## src/rtl/fir_sample_sequencer.sv

```systemverilog
// Feeds a serial 40-tap FIR MAC: stores each accepted sample in a circular delay line, then streams the history newest-first.
// Latency: a sample accepted at edge t is presented as tap 0 in cycle t+1; a frame lasts TAPS cycles.
// Backpressure: InReady only in IDLE or on the TapLast cycle; a refused sample must be held by the upstream.
module fir_sample_sequencer #(
   parameter int TAPS   = 40,
   parameter int DATA_W = 32,
   parameter int IDX_W  = 6
) (
   input  logic                     Clock,
   input  logic                     Rst,
   input  logic                     InValid,
   input  logic signed [DATA_W-1:0] InData,
   output logic                     InReady,
   output logic                     TapValid,
   output logic signed [DATA_W-1:0] TapData,
   output logic [IDX_W-1:0]         TapIndex,
   output logic                     TapFirst,
   output logic                     TapLast
);

   localparam logic [IDX_W-1:0] LAST_IDX = IDX_W'(TAPS - 1);
   localparam logic [IDX_W:0]   TAPS_EXT = (IDX_W + 1)'(TAPS);

   typedef enum logic {
      IDLE,
      RUN
   } state_t;

   state_t                   state;
   state_t                   state_nxt;
   logic signed [DATA_W-1:0] mem [TAPS];
   logic [IDX_W-1:0]         wp;
   logic [IDX_W-1:0]         base;
   logic [IDX_W-1:0]         k;
   logic                     at_last;
   logic                     accept;
   logic [IDX_W:0]           offset;
   logic [IDX_W:0]           rd_sum;
   logic [IDX_W-1:0]         rd_ptr;

   assign at_last  = (k == LAST_IDX);
   assign TapValid = (state == RUN);
   assign TapIndex = k;

   always_ff @(posedge Clock) begin
      if (Rst) begin
         state <= IDLE;
      end else begin
         state <= state_nxt;
      end
   end

   always_comb begin
      state_nxt = state;
      InReady   = 1'b0;
      accept    = 1'b0;
      case (state)
         IDLE: begin
            InReady = 1'b1;
            if (InValid) begin
               state_nxt = RUN;
            end
         end
         RUN: begin
            if (at_last) begin
               InReady = 1'b1;
               if (!InValid) begin
                  state_nxt = IDLE;
               end
            end
         end
         default: state_nxt = IDLE;
      endcase
      accept = InValid & InReady;
   end

   // Slot for tap k+1 is (base - (k+1)) mod TAPS; widened by one bit so base+TAPS cannot overflow.
   always_comb begin
      offset = {1'b0, k} + (IDX_W + 1)'(1);
      rd_sum = '0;
      if ({1'b0, base} >= offset) begin
         rd_sum = {1'b0, base} - offset;
      end else begin
         rd_sum = {1'b0, base} + TAPS_EXT - offset;
      end
      rd_ptr = rd_sum[IDX_W-1:0];
   end

   always_ff @(posedge Clock) begin
      if (Rst) begin
         for (int i = 0; i < TAPS; i++) begin
            mem[i] <= '0;
         end
         wp       <= '0;
         base     <= '0;
         k        <= '0;
         TapData  <= '0;
         TapFirst <= 1'b0;
         TapLast  <= 1'b0;
      end else if (accept) begin
         mem[wp]  <= InData;
         TapData  <= InData;
         k        <= '0;
         base     <= wp;
         wp       <= (wp == LAST_IDX) ? '0 : wp + IDX_W'(1);
         TapFirst <= 1'b1;
         TapLast  <= 1'b0;
      end else if ((state == RUN) && !at_last) begin
         k        <= k + IDX_W'(1);
         TapData  <= mem[rd_ptr];
         TapFirst <= 1'b0;
         TapLast  <= ((k + IDX_W'(1)) == LAST_IDX);
      end else begin
         TapFirst <= 1'b0;
         TapLast  <= 1'b0;
      end
   end

endmodule

```

## config.mk

```make
export PLATFORM = sky130hd
export DESIGN_NAME = fir_sample_sequencer
export DESIGN_NICKNAME = d
export VERILOG_FILES = /design/src/rtl/fir_sample_sequencer.sv
export SDC_FILE = /design/constraint.sdc
export NUM_CORES = 2
export LEC_CHECK = 0
export BUFFER_PORTS_ARGS = -buffer_cell sky130_fd_sc_hd__buf_2
export CAP_MARGIN = 5
export CELL_PAD_IN_SITES_DETAIL_PLACEMENT = 2
export CELL_PAD_IN_SITES_GLOBAL_PLACEMENT = 2
export CORE_MARGIN = 4
export CORE_UTILIZATION = 39
export CTS_BUF_LIST = sky130_fd_sc_hd__clkbuf_2
export DETAILED_ROUTE_END_ITERATION = 8
export GPL_TIMING_DRIVEN = 1
export HOLD_SLACK_MARGIN = 0.02
export PLACE_DENSITY = 0.65
export SLEW_MARGIN = 0
export SYNTH_ARGS = -nofsm -noshare
export SYNTH_HDL_FRONTEND = slang
export SYNTH_SLANG_ARGS = --single-unit
```

## constraint.sdc

```tcl
create_clock -name Clock -period 9.42 [get_ports Clock]
set_input_delay 0.471 -clock Clock [delete_from_list [all_inputs] [get_ports Clock]]
set_output_delay 0.471 -clock Clock [all_outputs]
set_load 0.01 [all_outputs]
```

==> results.md <==
* Outcome: complete, no violations
* Int Power at 14.34 mW
* Largest net degree at the start of global routing at 105
* Worst path cell trace: ha_1 > nand4b_1 > o21a_1 > inv_2 > nand2_1 > nor2_2 > dlygate4sd3_1 > nand2_1 > or3_1 > buf_4 > nor2_2 > buf_4 > or2_2
* First-pass iteration count of the detailed router at 7
* Register area share after synthesis at 68.48%
* Reg clk slew, reported paths at 100 ps
* Seq pwr share at 50.8%
* Post-DP HPWL at 182700 um
* # clock sinks at 2101
* Pleak at 36.28 nW
* Asr flop ratio synth at 0%
* Initial antenna violation count at 37
* Buffers and inverters on the worst path at 4
* Global Route Usage Sum at 25.87%
* Top Family by Delay on Critical Path: simple AND/OR/NAND/NOR gates
* EDFF count, synth at 2048
* Class of the worst hold path: in -> reg
* Number of routed nets with antenna violations at 0
* Clock skew at 234.2 ps
* Hold-fix buffers, CTS at 102
* First-pass GRT wire length at 443500 um
* Crit Path Class: reg -> reg
* Clock root cell: clkbuf_2
* Gate power share at 16.8%
* Switch Pwr at 6.487 mW
* Register-to-Register Path Depth at 13
* Worst Tran Pin Value at 1340 ps
* DP Cell Count at 8317
* Total power at 20.83 mW
* Site Rows at 177
* Final wirelength at 316500 um
* Hold depth at 5
* Post-synth cell types at 69
* CTS HTree Levels at 6
* Total CTS buffers at 595
* Post-CTS Setup Bufs at 0
* Slowest CP cell: inv_2
* Most frequent cells in the layout: edfxtp_1, and2_1, clkbuf_2
* WP data arrival at 7760 ps
* RD Place Congestion at 0.8059
* Post-place instance area at 0.09538 mm^2
* Top FF cell, synth: edfxtp_1
* Area growth, synth to finish at 11.42%
* CTS tree: built
* Worst Path Required at 10800 ps
* P per Cell Area at 204.6 mW/mm^2
* Mapped Area at 0.09135 mm^2
* FMAX at 156.8 MHz
* Share of post-route cells with drive strength above 1 at 29.39%
* Switching Share at 31.14%
* DR DRC count at 0
* Register bit total from synthesis at 2101
* # resized after CTS at 0
* Final cell count without fillers at 9442
* Io pins at 77
* Max Slew Vio Count at 0
* Die width at 492.0 um
* IO buf count at 76
* Largest stage delay on the critical path at 880 ps
* Crit share post-route at 67.69%
* Via count at 52684
* Cells after synthesis at 5434
* Endpoint type of the worst setup path: register
* Final Hold Fails at 0
* Initial Util at 39.25%
* Core area at 0.2328 mm^2
* DR iter-0 viols at 5531
* Startpoint Class: register
* Clk buf depth at 4
* Avg Inst Size Synth at 16.81 um^2
* Worst VDD drop at 0.0001332 V
* CP Depth at 13
* Post-route cell area at 0.1018 mm^2
* Synth Net Count at 5483
* Clock power share at 32.4%
* Relative slew slack at 10.68%
* Routed len/inst at 33.52 um
* Crit-path max FO at 40
* RSZ-0062 raised after global routing: false
* Min Tclk post-route at 6377 ps
* Setup violators final at 0
* Max-cap violations at 0
* GRT overflow at 0
* Vias in the first global route at 57411
* Skew-Pair Late Insertion Delay at 1990 ps
* Die H at 492.0 um
* Nets at 5933
* Die footprint at 0.2420 mm^2
* Setup TNS at 0 ps
* Via-to-Cell Ratio at 5.580
* Commonest non-fill, non-tap cell in the layout: edfxtp_1
* Final Hold Slack at 297.1 ps
* Ys Warns at 0
## tightest hold or removal path: stages
cell	delay, ps
dlygate4sd3_1	520
dlygate4sd3_1	540
buf_2	150
buf_12	220
and2_1	160
## layer usage
metal	share of wire [%]	global-route usage, %	up-vias	wire length [um]
li1	-	-	21653	-
met3	8.0	5.180	425	25220
met4	3.6	9.651	4	11500
met1	41	35.40	28374	131300
met5	0.0073	0	-	23
met2	47	41.03	2228	148500
## final timing paths
| kind | from | endpoint | slack (ps) |
|---|---|---|---|
| setup / recovery | TapIndex[0]$_SDFFE_PP0P_ | mem[2][20]$_SDFFCE_PN0P_ | 3040 |
| hold / removal | InData[7] | mem[30][7]$_SDFFCE_PN0P_ | 300 |
| setup reg to reg | TapIndex[0]$_SDFFE_PP0P_ | mem[2][20]$_SDFFCE_PN0P_ | 3040 |
| hold reg to reg | base[0]$_SDFFE_PP0P_ | base[0]$_SDFFE_PP0P_ | 480 |
## stage by stage
stage / setup WS [ps] / util, %
after CTS: 3077 / 43.71
after global placement: 3550 / 40.98
after floorplan: 5399 / -
after global routing: 2728 / 43.72
after detailed placement: 3400 / 40.98
final: 3043 / 43.73
## cells by family after synthesis
group	count (synthesis)	synth area share (%)
DFF	2101	68.48
and+or+nand+nor	1869	11.66
muxes	772	15.48
buffers and inverters	490	2.123
AOI/OAI and AO/OA	168	1.816
xor gates and xnor gates	18	0.1972
adders and majority gates	16	0.2397
## cell usage after synthesis, types with 2 or more instances
master / count / share of area (%)
a2111oi_2: 11 / 0.18
a2111oi_4: 20 / 0.60
a211oi_1: 2 / 0.016
a21o_1: 33 / 0.27
a21oi_1: 55 / 0.30
a21oi_2: 20 / 0.19
a32o_1: 2 / 0.022
and2_1: 1283 / 8.8
and3_1: 3 / 0.021
buf_1: 16 / 0.066
buf_2: 38 / 0.21
buf_4: 4 / 0.033
buf_6: 5 / 0.062
clkbuf_1: 410 / 1.7
dfxtp_1: 53 / 1.2
edfxtp_1: 2048 / 67
fa_1: 3 / 0.066
ha_1: 11 / 0.15
inv_1: 16 / 0.066
mux2_4: 2 / 0.033
mux2i_1: 257 / 2.8
mux4_2: 512 / 13
nand2_1: 285 / 1.2
nand2b_1: 3 / 0.021
nand3_1: 133 / 0.73
nand3b_1: 4 / 0.033
nand4_1: 5 / 0.034
nand4b_1: 2 / 0.019
nor2_1: 84 / 0.35
nor2_2: 2 / 0.014
nor2b_1: 5 / 0.034
nor3_1: 3 / 0.016
nor4_1: 3 / 0.021
o211ai_2: 2 / 0.027
o21a_1: 2 / 0.016
o21ai_0: 8 / 0.044
or2_2: 40 / 0.27
or3_1: 3 / 0.021
or3b_2: 2 / 0.019
xnor2_1: 9 / 0.086
xor2_1: 7 / 0.067
## area by class of cell
type | count | area [um^2]
flip-flops and latches | 2101 | 62560
diodes | 15 | 37.54
well taps | 3132 | 3919
inverters | 17 | 63.81
fillers | 22166 | 131000
multi-input cells | 2843 | 27230
clock inverters | 123 | 735.7
clock buffers | 885 | 4429
repair buffers | 326 | 2813
## sequential cells by signal (all words and copies together) (netlist names)
signal / flops
wp: 6
TapValid: 1
TapFirst: 1
mem: 2048
TapIndex: 6
TapLast: 1
base: 6
TapData: 32
## power by group through the flow
stage	Sequential (mW)	Combinational [mW]	Clock, mW
global placement	10.8	3.42	0
finish	10.6	3.50	6.75
detailed placement	10.8	3.46	0
CTS	10.6	3.52	6.96
global route	10.6	3.63	7.49
floorplan	10.7	1.89	0
Power figures use the tool's default switching activity.
